**src/rtl/szukanie_bitu.sv**
```systemverilog
// szukanie_bitu: sequential highest-set-bit finder (inverse of bit-set).
// Scans the latched operand one bit per clock from the MSB downwards and
// reports the index of the first set bit found, or an error when the word
// is zero. Start/valid handshake; all outputs come straight from registers.
module szukanie_bitu #(
    parameter int BITS = 32
) (
    input  logic            i_clk,
    input  logic            i_rst_n,
    input  logic            i_start,
    input  logic [BITS-1:0] i_arg_A,
    output logic [BITS-1:0] o_result,
    output logic            o_error,
    output logic            o_valid,
    output logic            o_busy
);

    localparam int IDXW = (BITS > 1) ? $clog2(BITS) : 1;
    localparam logic [IDXW-1:0] IDX_MAX = IDXW'(BITS - 1);

    typedef enum logic [1:0] {
        IDLE = 2'd0,
        SCAN = 2'd1,
        DONE = 2'd2
    } state_t;

    state_t            r_state;
    logic [BITS-1:0]   r_a;
    logic [IDXW-1:0]   r_idx;
    logic [BITS-1:0]   r_result;
    logic              r_error;
    logic              r_valid;

    state_t            w_state_next;
    logic [BITS-1:0]   w_a_next;
    logic [IDXW-1:0]   w_idx_next;
    logic [BITS-1:0]   w_result_next;
    logic              w_error_next;
    logic              w_valid_next;

    // State and datapath registers; reset discards any scan in progress.
    always_ff @(posedge i_clk or negedge i_rst_n) begin
        if (!i_rst_n) begin
            r_state  <= IDLE;
            r_a      <= '0;
            r_idx    <= '0;
            r_result <= '0;
            r_error  <= 1'b0;
            r_valid  <= 1'b0;
        end else begin
            r_state  <= w_state_next;
            r_a      <= w_a_next;
            r_idx    <= w_idx_next;
            r_result <= w_result_next;
            r_error  <= w_error_next;
            r_valid  <= w_valid_next;
        end
    end

    // Next-state logic: accept in IDLE, test one bit per cycle in SCAN,
    // stop on the first set bit or after bit 0, then a single DONE cycle.
    always_comb begin
        w_state_next  = r_state;
        w_a_next      = r_a;
        w_idx_next    = r_idx;
        w_result_next = r_result;
        w_error_next  = r_error;
        w_valid_next  = 1'b0;

        case (r_state)
            IDLE: begin
                if (i_start) begin
                    w_a_next     = i_arg_A;
                    w_idx_next   = IDX_MAX;
                    w_error_next = 1'b0;
                    w_state_next = SCAN;
                end
            end
            SCAN: begin
                if (r_a[r_idx]) begin
                    w_result_next = BITS'(r_idx);
                    w_error_next  = 1'b0;
                    w_valid_next  = 1'b1;
                    w_state_next  = DONE;
                end else if (r_idx == '0) begin
                    w_result_next = '0;
                    w_error_next  = 1'b1;
                    w_valid_next  = 1'b1;
                    w_state_next  = DONE;
                end else begin
                    w_idx_next = r_idx - 1'b1;
                end
            end
            DONE: begin
                w_state_next = IDLE;
            end
            default: begin
                w_state_next = IDLE;
            end
        endcase
    end

    assign o_result = r_result;
    assign o_error  = r_error;
    assign o_valid  = r_valid;
    assign o_busy   = (r_state != IDLE);

endmodule

```
**config.mk**
```make
export PLATFORM = sky130hd
export DESIGN_NAME = szukanie_bitu
export DESIGN_NICKNAME = d
export VERILOG_FILES = /design/src/rtl/szukanie_bitu.sv
export SDC_FILE = /design/constraint.sdc
export NUM_CORES = 1
export LEC_CHECK = 0
export CORE_MARGIN = 2
export CORE_UTILIZATION = 45
export CTS_BUF_LIST = sky130_fd_sc_hd__clkbuf_4
export DETAILED_ROUTE_END_ITERATION = 6
export DONT_BUFFER_PORTS = 1
export GPL_TIMING_DRIVEN = 0
export PLACE_DENSITY_LB_ADDON = 0.25
export SYNTH_ARGS = -nofsm -noshare
export SYNTH_HDL_FRONTEND = slang
export SYNTH_SLANG_ARGS = --single-unit
export TNS_END_PERCENT = 100
```
**constraint.sdc**
```tcl
create_clock -name i_clk -period 2.35 [get_ports i_clk]
set_input_delay 0.705 -clock i_clk [delete_from_list [all_inputs] [get_ports i_clk]]
set_output_delay 0.705 -clock i_clk [all_outputs]
set_load 0.005 [all_outputs]
```
# ---- Word level (Yosys, flattened, before mapping)
# Cells that the tools add are included.
# Widths: inputs -> output; s select.
dict set report totals {
  in_bits 35
  output_inout_bits 35
  word_cells 42
  ff_bits 73
}
dict set report classes {
  reduce_logical 10
  addsub 1
  n_eq_ne 5
  muxes 19
  order_cmp 1
}
# op count
set ops {}
lappend ops {{$mux 32} 2}
lappend ops {{$mux 5} 3}
lappend ops {{$pmux 5 s2} 1}
lappend ops {{$mux 1} 7}
lappend ops {{$lt 5x6->1 const B} 1}
lappend ops {{$mux 2} 3}
lappend ops {{$ne 2x2->1 const B} 3}
lappend ops {{$reduce_and 2->1} 3}
lappend ops {{$reduce_bool 2->1} 3}
lappend ops {{$bmux 1 s5} 1}
lappend ops {{$logic_not 5->1} 1}
lappend ops {{$sub 5x1->5 const B} 1}
lappend ops {{$pmux 2 s2} 1}
lappend ops {{$reduce_and 4->1} 1}
lappend ops {{$ne 3x3->1 const B} 1}
lappend ops {{$reduce_and 3->1} 1}
lappend ops {{$eq 2x1->1 const B} 1}
lappend ops {{$logic_not 2->1} 1}
lappend ops {{$pmux 1 s2} 1}

# ---- Depth between registers and ports, before layout
dict set report depth {
  word_depth 4
  mapped_depth 10
  ltp_nobuf 7
}

# ---- Worst setup path after synthesis
# OpenSTA, ideal clock, no wires.
dict set report synth_path {
  path_kind {reg-to-reg}
  from {reg r_idx[1]}
  to {reg r_state[0]}
  path_buffers 3
  stages_incl_launch_ff 10
  arrival_time_ns 1.939
  required_time_ns 2.223
  period_less_slack_ns 2.066
  path_slack_ns 0.284
  setup_ns 0.127
  path_cell_list {dfrtp_1 buf_6 buf_12 inv_1 ha_1 nor2b_1 a2111oi_2 o41a_1 buf_6 or2_2}
}
dict set report synth_via {
  elab_chain_len 4
  word_cells_on_any_way 7
  classes_between {1 x eq/ne; 4 x mux; 2 x reduce/logical}
}
# item line
set synth_lines {}
lappend synth_lines {{from (decl)} 29} ;# logic [IDXW-1:0] r_idx;
lappend synth_lines {{from (signal assigned)} 53} ;# r_idx <= w_idx_next;
lappend synth_lines {{$bmux 1 s5} 80} ;# if (r_a[r_idx]) begin
lappend synth_lines {{$mux 1 (not written as such)} 80}
lappend synth_lines {{$mux 2 or $ne 3x3->1 (tied branches)} --}
lappend synth_lines {{$pmux 2 s2 or $reduce_and 2->1 (tied branches)} --}
lappend synth_lines {{to (signal assigned)} 51} ;# r_state <= w_state_next;
lappend synth_lines {{to (decl)} 27} ;# state_t r_state;
# Several ways; a longest one is shown, not always the timed one. The select of a mux whose other input is x is not followed.
# A chain may end at the register's enable or synchronous reset.

# ---- Worst setup path after layout
dict set report layout_path {
  from {reg r_idx[1]}
  to {reg r_idx[2]}
}
dict set report layout_via {
  elab_chain_len 4
  word_cells_on_any_way 10
  classes_between {1 x add/sub; 2 x eq/ne; 5 x mux; 2 x reduce/logical}
}
# item line
set layout_lines {}
lappend layout_lines {{$bmux 1 s5 or $sub 5x1->5 (tied branches)} {80, 91}}
lappend layout_lines {{$mux 1 (not written as such) or $mux 5 (tied branches)} {80, 85}}
lappend layout_lines {{$ne 2x2->1 (no line) or $mux 5 (tied branches)} --}
lappend layout_lines {{$reduce_and 4->1 (no line) or $pmux 5 s2 (tied branches)} --}
# Several ways; a longest one is shown, not always the timed one. The select of a mux whose other input is x is not followed.

==> metrics.md <==
| Metric | Value |
|---|---|
| Final hold violations | 0 |
| Die area | approximately 0.0059 mm² |
| Finished Core Util | 0.524 |
| Leading cell type in the layout, fill and taps excluded | dfrtp_1 |
| Crit path DAT | approximately 2500 ps |
| Most frequent cells in the layout | dfrtp_1, mux2_2, buf_4, conb_1, mux2i_1 |
| Count of input and output buffers | 0 |
| Share of layout cells above drive strength 1 | 0.347 |
| Worst setup SP type | flop |
| First-pass GRT wire length | slightly above 7000 µm |
| Vias per cell | ~4.8 |
| Required time worst endpoint | roughly 2600 ps |
| Post-synthesis instance area | between 0.002 and 0.0025 mm² |
| Worst Hold Class | in -> async |
| Period minus WS final | 2220 ps |
| Fmax | 451 MHz |
| Max-Cap Viols | 0 |
| Final ANT Viol Nets | 0 |
| Clock slew at reported path FFs | ~120 ps |
| Die height | 76.7 µm |
| Number of global-route vias before repair | about 1500 |
| Final WL | between 4000 and 5000 µm |
| Mapped Cells | 200 |
| Number of flops mapped to enable cells by yosys | 0 |
| Top Ports | 70 |
| Clk Latency, worst-skew pair | between 300 and 400 ps |
| CTS root buf | clkbuf_4 |
| Final period utilization | 0.943 |
| Wirelength per Cell | between 10 and 15 µm |
| Syn_area_per_cell | 11.9 µm² |
| Worst slew pin tran | about 550 ps |
| WS Path Type | reg -> reg |
| CTS tree | done |
| Post CTS Setup Buffer Count | 0 |
| DP Wirelength | ~3200 µm |
| Router iterations before antenna repair | 4 |
| FF-to-FF path depth | 10 |
| Final nets | ~270 |
| Place WS | between 70 and 80 ps |
| Fillers | between 400 and 500 |
| Status | finished, final reports clean |
| ANT cells | 0 |
| Clock buffer depth | 2 |
| DRC | 0 |
| Pwr/cell area | 1130 mW/mm² |
| Finish-stage setup viols | 0 |
| CORE AREA | about 0.005 mm² |
| Starting density of the core | 0.465 |
| Post-synth cell types | 33 |
| Via Count | about 1500 |
| YS warnings | 0 |
| Final Skew | between 15 and 20 ps |
| Post-synth ARST share | 1.00 |
| CTS H-tree lvls | 2 |
| Worst R2R Setup Slack | approximately 130 ps |
| Final hold slack | 32.9 ps |
| Slew Limit Fails | 0 |
| Area growth from synthesis to layout | 12.6% |
| Largest net degree at the start of global routing | 47 |
| Max-slew headroom | 0.631 |
| Starting DRT DRC Count | between 40 and 50 |
| Final worst slack | between 100 and 150 ps |
| Worst Setup End Kind | flop |
| Die X-Extent | around 77 µm |
| Pleak | approximately 1.3 nW |
| Initial antenna violation count | 0 |
| Crit Reg-Reg Startpoint | r_idx[1] |
| Inserted Clock Buffers | 5 |
| Clock tree sinks | 46 |
| Top FF cell, synth | dfrtp_1 |
| Seq cells post-synth | between 40 and 50 |
| Peak supply drop | ~0.00054 V |
| Reg2Reg Capture Point | r_idx[2] |
| RePlAce Congestion | approximately 0.85 |
| Grt total ovfl | 0 |
| GR Util All Layers | 0.157 |
| Row count | 26 |
| Peak fanout along the critical path | 10 |
| Seq/Total Area, Yosys | 0.484 |
-- final cells by class --
class | count | area, µm² | share of cell area
sequential | 46 | 1150 | 0.430
multi-input combinational | 136 | 1050 | 0.393
buffer | 37 | 275 | 0.103
tap | 70 | 87.6 | 0.0327
clock buffer | 6 | 45.0 | 0.0168
timing repair buffer | 2 | 30.0 | 0.0112
inverter | 7 | 26.3 | 0.00982
clock inverter | 2 | 8.76 | 0.00327
-- state kept, by name (all words and copies together) (netlist names) --
signal	cells
o_error	1
o_result	5
o_valid	1
r_a	32
r_idx	5
r_state	2
-- through the flow --
step | TNS (ps) | cells | power [mW] | cell area, µm²
after floorplan | 0 | 226 | 2.38 | 2470
after global placement | 0 | 296 | 2.61 | 2560
after detailed placement | 0 | 296 | 2.65 | 2560
after CTS | 0 | 304 | 3.01 | 2620
after global routing | -51.5 | 306 | 3.28 | 2680
final | 0 | 306 | 3.03 | 2680
-- critical path, cell delays in order (launching register included) --
cell	delay, ps
dfrtp_1	400
buf_6	210
buf_12	160
inv_1	50
ha_1	200
nor2b_4	150
a2111oi_4	390
o41a_1	220
buf_6	130
a31oi_1	90
o31a_1	110
-- repair_timing --
action,CTS,global route
setup endpoints to repair,0,5
hold buffers,0,2
hold endpoints to repair,0,30
resized for setup,0,6
-- worst max-delay path by stage --
stage,cells after the start,to,start,slack [ps]
detailed placement,10,r_idx[2],r_idx[1],70
floorplan,9,r_state[0],r_idx[1],280
finish,10,r_idx[2],r_idx[1],130
global placement,10,r_idx[2],r_idx[1],110
CTS,10,r_idx[2],r_idx[1],50
global route,10,r_idx[2],r_idx[1],-30
-- cells in the mapped netlist, types with 3 or more instances --
master / count / area [µm²]
a21oi_1: 6 / 30.0
a22o_1: 4 / 35.0
a22oi_1: 6 / 45.0
a31oi_1: 3 / 18.8
buf_2: 3 / 15.0
buf_4: 27 / 203
dfrtp_1: 46 / 1150
inv_1: 7 / 26.3
mux2_2: 32 / 360
mux2i_1: 17 / 170
nand2_1: 4 / 15.0
nor2_1: 8 / 30.0
nor2b_1: 5 / 31.3
nor3_1: 4 / 20.0
-- cell families (layout without fill, tap and decap cells) --
group | after synthesis | after routing | share of synthesized area
AOI/OAI and AO/OA | 30 | 30 | 0.0979
adders and majority gates | 1 | 1 | 0.00526
buffers and inverters | 44 | 54 | 0.127
DFF | 46 | 46 | 0.484
muxes | 49 | 49 | 0.223
other | 1 | 27 | 0.00158
and+or+nand+nor | 29 | 29 | 0.0611
-- power by group --
| group | internal, mW | total, mW | switching (mW) |
|---|---|---|---|
| combinational | 0.694 | 1.32 | 0.629 |
| sequential | 1.16 | 1.35 | 0.194 |
| clock | 0.124 | 0.361 | 0.236 |
| total | 1.97 | 3.03 | 1.06 |
-- metal layers --
| metal | part of all wire | track usage | wire length, µm | vias up |
|---|---|---|---|---|
| met4 | 0.012 | 0.0436 | 54 | 0 |
| li1 | - | - | - | 726 |
| met1 | 0.43 | 0.202 | 1890 | 689 |
| met5 | 0 | 0 | 0 | - |
| met3 | 0.088 | 0.0518 | 385 | 5 |
| met2 | 0.47 | 0.253 | 2060 | 64 |
(Power assumes the default switching activity.)
